### src/rtl/alu_big_module_pkg.sv
// alu_big_module_pkg: alu_op, funct and forward-select codes plus the internal ALU-control enum
package alu_big_module_pkg;
  localparam logic [2:0] OP_ADD = 3'b000, OP_SUB = 3'b001, OP_FUNCT = 3'b010, OP_AND = 3'b011;
  localparam logic [2:0] OP_OR = 3'b100, OP_SLT = 3'b101, OP_XOR = 3'b110, OP_ADD_ALT = 3'b111;
  localparam logic [5:0] F_SLL = 6'h00, F_SRL = 6'h02, F_SRA = 6'h03;
  localparam logic [5:0] F_ADD = 6'h20, F_ADDU = 6'h21, F_SUB = 6'h22, F_SUBU = 6'h23;
  localparam logic [5:0] F_AND = 6'h24, F_OR = 6'h25, F_XOR = 6'h26, F_NOR = 6'h27;
  localparam logic [5:0] F_SLT = 6'h2A, F_SLTU = 6'h2B;
  localparam logic [1:0] FWD_RF = 2'b00, FWD_MEM_WB = 2'b01, FWD_EX_MEM = 2'b10;
  typedef enum logic [3:0] {
    CTL_ZERO, CTL_ADD, CTL_ADDU, CTL_SUB, CTL_SUBU, CTL_AND, CTL_OR,
    CTL_XOR, CTL_NOR, CTL_SLT, CTL_SLTU, CTL_SLL, CTL_SRL, CTL_SRA
  } alu_ctl_e;
endpackage

### src/rtl/alu_big_module_alu_control.sv
// alu_control: maps alu_op and funct to alu_ctl_e; funct shifts decode only when ALU_SHIFT_EN is defined
module alu_control
  import alu_big_module_pkg::*;
(
  input  logic [2:0] alu_op,
  input  logic [5:0] funct,
  output logic [3:0] ctl
);
  alu_ctl_e f_ctl, op_ctl;
  always_comb begin
    case (funct)
      F_ADD:   f_ctl = CTL_ADD;
      F_ADDU:  f_ctl = CTL_ADDU;
      F_SUB:   f_ctl = CTL_SUB;
      F_SUBU:  f_ctl = CTL_SUBU;
      F_AND:   f_ctl = CTL_AND;
      F_OR:    f_ctl = CTL_OR;
      F_XOR:   f_ctl = CTL_XOR;
      F_NOR:   f_ctl = CTL_NOR;
      F_SLT:   f_ctl = CTL_SLT;
      F_SLTU:  f_ctl = CTL_SLTU;
`ifdef ALU_SHIFT_EN
      F_SLL:   f_ctl = CTL_SLL;
      F_SRL:   f_ctl = CTL_SRL;
      F_SRA:   f_ctl = CTL_SRA;
`endif
      default: f_ctl = CTL_ZERO;
    endcase
  end
  always_comb begin
    case (alu_op)
      OP_SUB:   op_ctl = CTL_SUB;
      OP_FUNCT: op_ctl = f_ctl;
      OP_AND:   op_ctl = CTL_AND;
      OP_OR:    op_ctl = CTL_OR;
      OP_SLT:   op_ctl = CTL_SLT;
      OP_XOR:   op_ctl = CTL_XOR;
      default:  op_ctl = CTL_ADD;
    endcase
  end
  assign ctl = op_ctl;
endmodule

### src/rtl/alu_big_module.sv
// alu_big_module: forwarding muxes, combinational ALU and registered zero/overflow flags (shifts via ALU_SHIFT_EN)
module alu_big_module
  import alu_big_module_pkg::*;
(
  input  logic        clk,
  input  logic        rst_n,
  input  logic [1:0]  ForwardA,
  input  logic [1:0]  ForwardB,
  input  logic [31:0] read_data_1,
  input  logic [31:0] read_data_2,
  input  logic [31:0] EX_MEM_alu_result,
  input  logic [31:0] MEM_WB_read_data,
  input  logic [31:0] ins_15_0,
  input  logic [2:0]  alu_op,
  input  logic        alu_src,
  output logic [31:0] alu_result,
  output logic [31:0] write_data,
  output logic        zero,
  output logic        zero_q,
  output logic        ovf_q
);
  logic [31:0] a, b_fwd, b, sum, diff;
  logic [3:0]  ctl_raw;
  logic [4:0]  shamt;
  alu_ctl_e    ctl;
  logic        ovf;
  assign a = ForwardA == FWD_EX_MEM ? EX_MEM_alu_result : ForwardA == FWD_MEM_WB ? MEM_WB_read_data : read_data_1;
  assign b_fwd = ForwardB == FWD_EX_MEM ? EX_MEM_alu_result : ForwardB == FWD_MEM_WB ? MEM_WB_read_data : read_data_2;
  assign b = alu_src ? ins_15_0 : b_fwd;
  assign write_data = b_fwd;
  assign shamt = ins_15_0[10:6];
  assign sum = a + b;
  assign diff = a - b;
  alu_control u_alu_control (
    .alu_op (alu_op),
    .funct  (ins_15_0[5:0]),
    .ctl    (ctl_raw)
  );
  assign ctl = alu_ctl_e'(ctl_raw);
  always_comb begin
    case (ctl)
      CTL_ADD, CTL_ADDU: alu_result = sum;
      CTL_SUB, CTL_SUBU: alu_result = diff;
      CTL_AND:  alu_result = a & b;
      CTL_OR:   alu_result = a | b;
      CTL_XOR:  alu_result = a ^ b;
      CTL_NOR:  alu_result = ~(a | b);
      CTL_SLT:  alu_result = {31'b0, $signed(a) < $signed(b)};
      CTL_SLTU: alu_result = {31'b0, a < b};
      CTL_SLL:  alu_result = b << shamt;
      CTL_SRL:  alu_result = b >> shamt;
      CTL_SRA:  alu_result = $signed(b) >>> shamt;
      default:  alu_result = '0;
    endcase
  end
  // signed overflow: operands agree in sign (add) or differ (sub) and the result sign flips away from a
  assign ovf = ctl == CTL_ADD ? (a[31] == b[31] && sum[31] != a[31]) :
               ctl == CTL_SUB ? (a[31] != b[31] && diff[31] != a[31]) : 1'b0;
  assign zero = alu_result == '0;
  always_ff @(posedge clk or negedge rst_n) begin
    if (!rst_n) begin
      zero_q <= 1'b0;
      ovf_q  <= 1'b0;
    end else begin
      zero_q <= zero;
      ovf_q  <= ovf;
    end
  end
endmodule

### config.mk
export PLATFORM = sky130hd
export DESIGN_NAME = alu_big_module
export DESIGN_NICKNAME = d
export VERILOG_FILES = /design/src/rtl/alu_big_module_pkg.sv /design/src/rtl/alu_big_module_alu_control.sv /design/src/rtl/alu_big_module.sv
export SDC_FILE = /design/constraint.sdc
export NUM_CORES = 1
export LEC_CHECK = 0
export CORE_MARGIN = 5
export CORE_UTILIZATION = 51
export DETAILED_ROUTE_END_ITERATION = 7
export PLACE_DENSITY = 0.85
export SLEW_MARGIN = 20
export SYNTH_ARGS = -nofsm -noshare
export SYNTH_HDL_FRONTEND = slang
export SYNTH_SLANG_ARGS = --single-unit
### constraint.sdc
create_clock -name clk -period 8.3 [get_ports clk]
set_input_delay 0.83 -clock clk [delete_from_list [all_inputs] [get_ports clk]]
set_output_delay 0.83 -clock clk [all_outputs]
set_load 0.1 [all_outputs]
==> flow_summary.yaml, run 1 <==
clock_tree:
  h-tree-depth: 1
  cts_resized: 0
  cts-root-to-sink-buffers: 2
  clk_pin_slew_ns: 0.03
  cts_tree: "yes"
  clk_root_buffer_cell: "sky130_fd_sc_hd__clkbuf_16"
  cts_inserted_buffers: 3
  post-cts-setup-buffers: 0
  clock_sinks: 2
  ctsHoldBuffers: 0
floorplan:
  die_width_um: 141
  design.portCount: 237
  core-area_um2: 16700
  fp.dieH_um: 141
  initial_standard_cell_utilization_of_the_core: 0.523
  die_area_um2: 19800
  standard_cell_rows: 47
logic_synthesis:
  synthesis.area_um2: 8730
  synth_ff_type: "sky130_fd_sc_hd__dfrtp_1"
  netlist-cell-type-count: 84
  synth-edff-count: 0
  postSynthAreaPerCell_um2: 6.60
  syn-instance-count: 1323
  yosysWarnings: 0
  seq_area_frac_synth: 0.00573
  asyncSetResetFlopFracSynth: 1.00
  yosys_register_bits: 2
  synthesis.nets: 1593
timing:
  layout_worst_path_cycle_share: 0.905
  final_hold_vios: 0
  rsz0062_at_grt: "false"
  final_max_slew_violation_count: 0
  max_slew.worst_pin.slew_ns: 1.09
  post-route-worst-setup-slack_ns: 0.790
  slew_headroom: 0.273
  finalSetupViolCount: 0
  fin_setup_tns_ns: 0
  clock.fmax_mhz: 133
  final_period_demand_of_the_worst_path_ns: 7.51
power:
  power.density_nw_per_um2: 151
  vdd.ir_drop.worst_v: 0.000170
  cellLeakagePower_nw: 4.96
routing:
  wl_per_cell_um: 22.9
  vias_post_dr: 11100
  post-route-drc-count: 0
  route.detailed.vias_per_inst: 6.49
  initial_detailed_routing_violation_count: 1202
  detail_route.first_pass.iterations: 7
  ant_nets: 0
  routed_wl_mm: 39.2
global_routing:
  global_route_wire_length_before_repair_mm: 58.7
  grt_util_all_layers: 0.368
  antenna_found_initial: 1
  number_of_global_route_vias_before_repair: 10300
  grt-ovfl-total: 0
  grt_max_degree: 65
setup_path:
  worst-endpoint-arrival_ns: 6.68
  setup.worst_path.class: "input pin to output port"
  critical_path.max_fanout: 35
  timing.critical_path.to_type: "output port"
  data_required_time_of_the_worst_path_ns: 7.47
  type_of_origin_of_the_critical_path: "input pin"
finish:
  layout.nets: 1762
  ff_latch_area_um2: 50.0
  area_growth_syn_to_layout_pct: 28.5
  multiInputGateArea_um2: 7850
  layout.filler_cells: 1492
  post_route_cells_drive_above_1_share: 0.0879
worst_hold_path:
  timing.hold.worst.class: "input pin to async pin"
place:
  io_buffer_count: 236
  dp_hpwl_mm: 31.6
  pre_cts_ws_ns: 0.776
  place_congestion: 1.03
status:
  outcome: "completed"
flow_run:
  maxCapViolations: 0
[flip-flops by register name, indices dropped and copies added (netlist names)]
register  cells
ovf_q         1
zero_q        1
[worst max-delay path: stages]
cell and delay [ns]:
sky130_fd_sc_hd__buf_2 0.46, sky130_fd_sc_hd__buf_4 0.54, sky130_fd_sc_hd__mux2_2 0.40, sky130_fd_sc_hd__o21a_1 0.28
sky130_fd_sc_hd__fa_1 0.52, sky130_fd_sc_hd__a21o_1 0.22, sky130_fd_sc_hd__and4_1 0.28, sky130_fd_sc_hd__o21a_1 0.21
sky130_fd_sc_hd__nor2_1 0.17, sky130_fd_sc_hd__o21ai_0 0.18, sky130_fd_sc_hd__a221oi_1 0.30, sky130_fd_sc_hd__o221ai_1 0.22
sky130_fd_sc_hd__or4_1 0.55, sky130_fd_sc_hd__or4b_1 0.50, sky130_fd_sc_hd__or4_1 0.59, sky130_fd_sc_hd__nor2_2 0.21
sky130_fd_sc_hd__buf_12 0.19
[through the flow]
step           utilization  total power, mW  area [µm²]  hold WS (ns)  std cells
3_5_place_dp         0.667             1.58       11100          1.02       1707
3_3_place_gp         0.667             1.57       11100          1.02       1707
5_1_grt              0.672             1.77       11200         0.797       1711
2_1_floorplan            -             1.14        8730         0.534       1323
6_report             0.672             1.70       11200         0.796       1711
4_1_cts              0.672             1.66       11200         0.792       1710
[per-layer routing]
metal | track usage | up-vias | wire length [µm]
li1 | - | 5119 | -
met1 | 0.498 | 5112 | 16000
met2 | 0.561 | 753 | 16400
met3 | 0.102 | 116 | 5260
met4 | 0.123 | 2 | 1530
met5 | 0 | - | 4
[power by group]
part / total [mW] / internal, mW / switching, mW
clock network: 0.0742 / 0.0614 / 0.0128
logic: 1.61 / 0.496 / 1.12
registers: 0.0106 / 0.0104 / 0.000248
total: 1.70 / 0.568 / 1.13
[cells in the final DEF, fill, tap and decap left out, types with 9 or more instances in the layout]
master | Yosys | routed
sky130_fd_sc_hd__and2_1 | 11 | 11
sky130_fd_sc_hd__inv_1 | 132 | 132
sky130_fd_sc_hd__xnor2_1 | 10 | 10
sky130_fd_sc_hd__a211oi_1 | 17 | 17
sky130_fd_sc_hd__a2111oi_0 | 10 | 9
sky130_fd_sc_hd__nor3_1 | 19 | 19
sky130_fd_sc_hd__nand2_1 | 168 | 168
sky130_fd_sc_hd__or3_1 | 9 | 9
sky130_fd_sc_hd__a21oi_1 | 78 | 77
sky130_fd_sc_hd__mux2i_1 | 73 | 72
sky130_fd_sc_hd__nand3_1 | 22 | 22
sky130_fd_sc_hd__a31oi_1 | 9 | 9
sky130_fd_sc_hd__nor2b_1 | 11 | 11
sky130_fd_sc_hd__a221oi_1 | 17 | 17
sky130_fd_sc_hd__clkdlybuf4s50_1 | 0 | 222
sky130_fd_sc_hd__o31ai_1 | 10 | 10
sky130_fd_sc_hd__mux2_2 | 64 | 64
sky130_fd_sc_hd__o211ai_1 | 15 | 15
sky130_fd_sc_hd__ha_1 | 98 | 98
sky130_fd_sc_hd__buf_4 | 3 | 28
sky130_fd_sc_hd__a21o_1 | 11 | 11
sky130_fd_sc_hd__o21ai_0 | 91 | 90
sky130_fd_sc_hd__o221ai_1 | 15 | 15
sky130_fd_sc_hd__o21a_1 | 71 | 71
sky130_fd_sc_hd__or2_2 | 9 | 9
sky130_fd_sc_hd__a211o_1 | 10 | 10
sky130_fd_sc_hd__nor2_1 | 95 | 94
sky130_fd_sc_hd__nand2b_1 | 11 | 11
[worst max path at each step]
stage	from	to	cells after the start
finish	ForwardA[0]	zero	17
global route	ForwardA[0]	zero	17
CTS	ForwardA[0]	zero	16
detailed placement	ForwardA[0]	zero	16
global placement	ForwardA[0]	zero	16
floorplan	ForwardB[0]	zero	17
[final cells by class]
cell class	instances	area share
Antenna cell	1	0.000223
Clock buffer	3	0.00669
Inverter	132	0.0442
Multi-Input combinational cell	1097	0.699
Sequential cell	2	0.00446
Tap cell	220	0.0245
Timing Repair Buffer	256	0.221
[cells by family after synthesis]
| logic type | synth area share |
|---|---|
| AOI/OAI and AO/OA | 0.350 |
| xor gates and xnor gates | 0.0110 |
| adders and majority gates | 0.145 |
| buffers and inverters | 0.0998 |
| DFF | 0.00573 |
| muxes | 0.166 |
| and+or+nand+nor | 0.222 |
[synthesized netlist by cell type (all sizes together) (5+ instances only)]
cell type | number | area [µm²]
o311ai | 5 | 43.8
nand2 | 168 | 631
o31ai | 10 | 75.1
a2111oi | 10 | 87.6
nor2 | 96 | 363
nand3 | 22 | 110
nand2b | 11 | 68.8
o21a | 71 | 533
xnor2 | 10 | 87.6
a22oi | 5 | 37.5
a21oi | 79 | 407
clkbuf | 63 | 236
or2 | 11 | 68.8
or4 | 7 | 56.3
nand4 | 6 | 37.5
o221ai | 15 | 131
mux2i | 73 | 731
a221oi | 17 | 149
inv | 132 | 495
and3 | 6 | 37.5
nor4 | 8 | 50.1
a221o | 6 | 60.1
a211oi | 17 | 128
o2111ai | 5 | 43.8
o22ai | 5 | 37.5
or3 | 9 | 56.3
a21o | 11 | 82.6
ha | 98 | 1230
buf | 29 | 139
nor2b | 11 | 68.8
o21ai | 92 | 460
a211o | 10 | 87.6
and2 | 11 | 68.8
o211ai | 16 | 125
mux2 | 64 | 721
a21boi | 5 | 37.5
o21bai | 6 | 45.0
nor3 | 19 | 95.1
a31oi | 10 | 68.8
nand3b | 5 | 37.5
o221a | 5 | 56.3
o31a | 6 | 52.6
No activity file was read; power rests on OpenSTA's default activity.
==> run 2, diff against run 1 <==
--- a/config.mk
+++ b/config.mk
@@ -5,6 +5,7 @@
 export SDC_FILE = /design/constraint.sdc
 export NUM_CORES = 1
 export LEC_CHECK = 0
+export CAP_MARGIN = 40
 export CORE_MARGIN = 5
 export CORE_UTILIZATION = 51
 export DETAILED_ROUTE_END_ITERATION = 7
==> flow_summary.yaml, run 2 (synthesis gave the netlist of run 1 again) <==
floorplan:
  die_area_um2: 19800
  initial_standard_cell_utilization_of_the_core: 0.523
  die_width_um: 141
  core-area_um2: 16700
  design.portCount: 237
  standard_cell_rows: 47
  fp.dieH_um: 141
finish:
  num_antenna_cells: 0
  post_route_cells_drive_above_1_share: 0.123
  layout.cells.most_common_list: "sky130_fd_sc_hd__clkdlybuf4s50_1 (222), sky130_fd_sc_hd__nand2_1 (168), sky130_fd_sc_hd__inv_1 (132)"
  largest_registers: "ovf_q: 1 flops, zero_q: 1 flops"
  mostFrequentLayoutCell: "sky130_fd_sc_hd__clkdlybuf4s50_1"
  layout.filler_cells: 1234
  area_growth_syn_to_layout_pct: 42.2
  layout.nets: 1822
power:
  swShare: 0.617
  p_int_mw: 0.738
  cellLeakagePower_nw: 5.53
  combinational_power_share: 0.957
  pwr-share-clk: 0.038
  power.sequential.fraction: 0.005
  vdd.ir_drop.worst_v: 0.000188
  power.density_nw_per_um2: 155
  switching_power_mw: 1.19
global_routing:
  grt-ovfl-total: 0
  grt_util_all_layers: 0.404
  antenna_found_initial: 0
  number_of_global_route_vias_before_repair: 11400
  grt_max_degree: 45
  global_route_wire_length_before_repair_mm: 64.7
setup_path:
  timing.critical_path.to_type: "output port"
  critical_path.endpoint: "zero"
  type_of_origin_of_the_critical_path: "input pin"
  critical_path.max_fanout: 35
  worst_path_max_delay_cell: "sky130_fd_sc_hd__or4_1"
  worst-endpoint-arrival_ns: 6.86
  worstPathCellList: "buf_2, buf_4, mux2_2, o21a_1, fa_1, a21o_1, and4_1, o21a_1, nor2_1, o21ai_0, a221oi_1, o221ai_1, or4_1, or4b_1, or4_1, nor2_2, buf_12"
  data_required_time_of_the_worst_path_ns: 7.47
  setup.worst_path.start: "ForwardA[0]"
  crit_path_max_incr_delay_ns: 0.61
  setup.worst_path.class: "input pin to output port"
timing:
  final_period_demand_of_the_worst_path_ns: 7.69
  max_slew.worst_pin.slew_ns: 0.919
  clock.fmax_mhz: 130
  post-route-worst-setup-slack_ns: 0.611
  final_max_slew_violation_count: 0
  layout_worst_path_cycle_share: 0.926
  slew_headroom: 0.372
  rsz0062_at_grt: "false"
  final_hold_vios: 0
  finalSetupViolCount: 0
  fin_setup_tns_ns: 0
clock_tree:
  cts_inserted_buffers: 3
  clk_root_buffer_cell: "sky130_fd_sc_hd__clkbuf_16"
  h-tree-depth: 1
  cts_tree: "yes"
  ctsHoldBuffers: 0
  cts-root-to-sink-buffers: 2
  cts_resized: 0
  post-cts-setup-buffers: 0
  clk_pin_slew_ns: 0.03
  clock_sinks: 2
status:
  outcome: "completed"
routing:
  vias_post_dr: 11900
  initial_detailed_routing_violation_count: 1501
  ant_nets: 0
  routed_wl_mm: 43.0
  detail_route.first_pass.iterations: 6
  post-route-drc-count: 0
  wl_per_cell_um: 24.3
  route.detailed.vias_per_inst: 6.72
place:
  dp_hpwl_mm: 34.5
  place_congestion: 1.03
  io_buffer_count: 236
  pre_cts_ws_ns: 0.826
flow_run:
  maxCapViolations: 0
worst_hold_path:
  timing.hold.worst.class: "input pin to async pin"
[run 2: layout make-up]
cell class	count	area (µm²)	share of cell area
tap	220	275	0.0222
timing repair buffer	316	3670	0.296
inverter	132	495	0.0399
multi-input combinational	1097	7840	0.632
sequential	2	50.0	0.00403
clock buffer	3	75.1	0.00605
[run 2: power by group through the flow]
stage               sequential, mW  clock (mW)  combinational [mW]
global placement            0.0107           0                1.56
finish                      0.0105      0.0727                1.84
global route                0.0106      0.0752                1.92
floorplan                   0.0149           0                1.13
CTS                         0.0105      0.0726                1.80
detailed placement          0.0106           0                1.79
[run 2: through the flow]
stage	hold slack, ns	power [mW]	utilization	cell area, µm²	std cells
after detailed placement	1.02	1.80	0.739	12300	1767
after global placement	1.02	1.57	0.667	11100	1707
after CTS	0.795	1.88	0.743	12400	1770
after floorplan	0.534	1.14	-	8730	1323
final	0.795	1.93	0.743	12400	1770
after global routing	0.792	2.00	0.743	12400	1770
[run 2: worst min path at each step]
stage / from / endpoint / slack [ns] / cells past startpoint
2_1_floorplan: rst_n / ovf_q / 0.53 / 0
3_3_place_gp: rst_n / zero_q / 1.02 / 1
3_5_place_dp: rst_n / zero_q / 1.02 / 1
4_1_cts: rst_n / zero_q / 0.79 / 1
5_1_grt: rst_n / zero_q / 0.79 / 1
6_report: rst_n / zero_q / 0.79 / 1
[run 2: critical path, delay by kind of cell]
kind                       cells  cell delay [ns]
muxes                          1             0.39
adders and majority gates      1             0.52
and+or+nand+nor                6             2.37
AOI/OAI and AO/OA              6             1.48
buffers and inverters          3             1.21
[run 2: layer usage]
| layer | vias up | track usage | wire (µm) |
|---|---|---|---|
| met5 | - | 0 | 0 |
| met4 | 0 | 0.159 | 2240 |
| met3 | 191 | 0.106 | 5890 |
| met2 | 986 | 0.637 | 18400 |
| met1 | 5474 | 0.525 | 16400 |
| li1 | 5251 | - | - |
==> patch, RTL diff (config.mk and constraints of run 2) <==
Remove the register `ovf_q`: a continuous assignment takes its place, so the output `ovf_q` follows one clock earlier.
--- a/src/rtl/alu_big_module.sv
+++ b/src/rtl/alu_big_module.sv
@@ -61,10 +61,10 @@
     if (!rst_n) begin
       zero_q <= 1'b0;
-      ovf_q  <= 1'b0;
     end else begin
       zero_q <= zero;
-      ovf_q  <= ovf;
     end
   end
+
+  assign ovf_q = ovf;
 endmodule
 
Formal check against the unedited RTL: not equivalent (Yosys sat finds a counterexample within 4 cycles, from zero or initial values and one cycle with rst_n low).
==> patch against run 2 <==
- core utilization shrank 0.22 points
- sequential share of layout area shrank 0.20 points
- sequential cell count shrank 1
- largest power group unchanged
- setup slack lost 0.0025 ns
- hold slack gained 0.19 ns
- final cell count is essentially flat
- total power shrank 4.1%
- die area shrank 0.26%
- routed wire length shrank 0.44%
- design area shrank 0.65%
- synthesized area shrank 0.29%
- combinational power is essentially flat
==> patch: results (changes against run 2) <==
- CP max stage delay: 0.58 ns (-0.03 ns)
- Hold Path Class: in2async
- Vias in the first global route: 10941 (-3.8%)
- Most used DFF post-synth: dfrtp_1
- Worst Tran Pin Value: 0.893 ns (-0.0259 ns)
- Top cells by count, synth: 168 x nand2_1, 132 x inv_1, 98 x ha_1
- Async SR Flop Fraction: 100% (unchanged)
- Fraction of layout cells with a size suffix above 1: 12.3% (+0.088 points)
- Top flop regs: zero_q (1)
- Global-route wire length before repair: 62600 um (-3.2%)
- Post-CTS Setup Bufs: 0 (unchanged)
- Synthesis Warnings: 0 (unchanged)
- CP Max Fanout: 26 (-26%)
- Via-per-instance ratio: 6.63 (-1.4%)
- Initial antenna violation count: 1 (+1)
- Area contributors post-synth: ha_1 14%, mux2i_1 8.4%, mux2_2 8.3%
- RePlAce Congestion: 1.05 (+2.8%)
- GRT Util Overall: 39.4% (-0.96 points)
- Drt initial violations: 1293 (-14%)
- Placed inst area: 12300 sq um (-0.24%)
- Post-Synthesis Cells: 1322 (-0.076%)
- Library cells used by synthesis: 84 (unchanged)
- DR WL/cell: 24.2 um (-0.38%)
- Register clock-pin slew on the reported worst setup and hold paths: 0 ns (-0.03 ns)
- Worst path slowest cell: or4_1
- Maximum vdd drop: 0.000194 V (+3.3%)
- Drt pass-1 iters: 6 (unchanged)
- Critical Path Start: ForwardB[0]
- Status: finished, final reports clean
- Leak: 5.50 nW (-0.56%)
- Pin count of the biggest net entering global routing: 49 (+8.9%)
- Critical path arrival: 6.86 ns (about the same)
- Cell count after placement: 1766 (-0.057%)
- IO buf count: 236 (unchanged)
- Place WS: 0.775 ns (-0.0511 ns)
- Detailed placer's ending HPWL: 34100 um (-1.1%)
- Resized cells post-CTS: 0 (unchanged)
- Register area share after synthesis: 0.287% (-0.29 points)
- Syn_nets: 1592 (-0.063%)
- Net Switching: 1.17 mW (-1.3%)
- Via count: 11724 (-1.5%)
patch: kinds of logic (layout without fill, tap and decap cells):
group / after synthesis / count (layout) / synth area share (%)
compound gates: 439 / 439 / 35.1
simple gates: 410 / 410 / 22.2
buf+inv: 224 / 449 / 10.0
mux: 137 / 137 / 16.7
fa+ha+maj: 100 / 100 / 14.5
xor+xnor: 11 / 11 / 1.11
flops: 1 / 1 / 0.287
other cells: 0 / 2 / 0
patch: metal layers:
metal	routed length [um]	up-vias	share of wire (%)	global-route usage, %
met1	16500	5422	39	51.2
met2	18600	894	43	62.9
met5	0	-	0	0
met3	5590	174	13	10.8
met4	2110	0	4.9	13.6
li1	-	5234	-	-
patch: final timing paths:
path,to,slack (ns),depth (start not counted)
min,zero_q,0.98,1
max in group asynchronous,zero_q,7.21,1
max,zero,0.61,19
min in group clk,zero_q,1.83,2
patch: power by group through the flow:
stage | Sequential, mW | Clock (mW) | Combinational, mW
finish | 0.00496 | 0.0000000325 | 1.84
global route | 0.00496 | 0.0000000161 | 1.91
CTS | 0.00496 | 0 | 1.80
detailed placement | 0.00496 | 0 | 1.79
global placement | 0.00496 | 0 | 1.57
floorplan | 0.00497 | 0 | 1.13
patch: final cells by class:
type / count / area, sq um
fillers: 1241 / 4310
flip-flops and latches: 1 / 25.0
inverters: 132 / 495
well taps: 220 / 275
multi-input cells: 1097 / 7840
diodes: 2 / 5.00
repair buffers: 317 / 3690
patch: worst max-delay path: cells and delay by family:
kind            cells  cell delay [ns]
mux                 1             0.11
compound gates      9             2.85
fa+ha+maj           1             0.33
simple gates        5             1.57
buf+inv             3             1.15
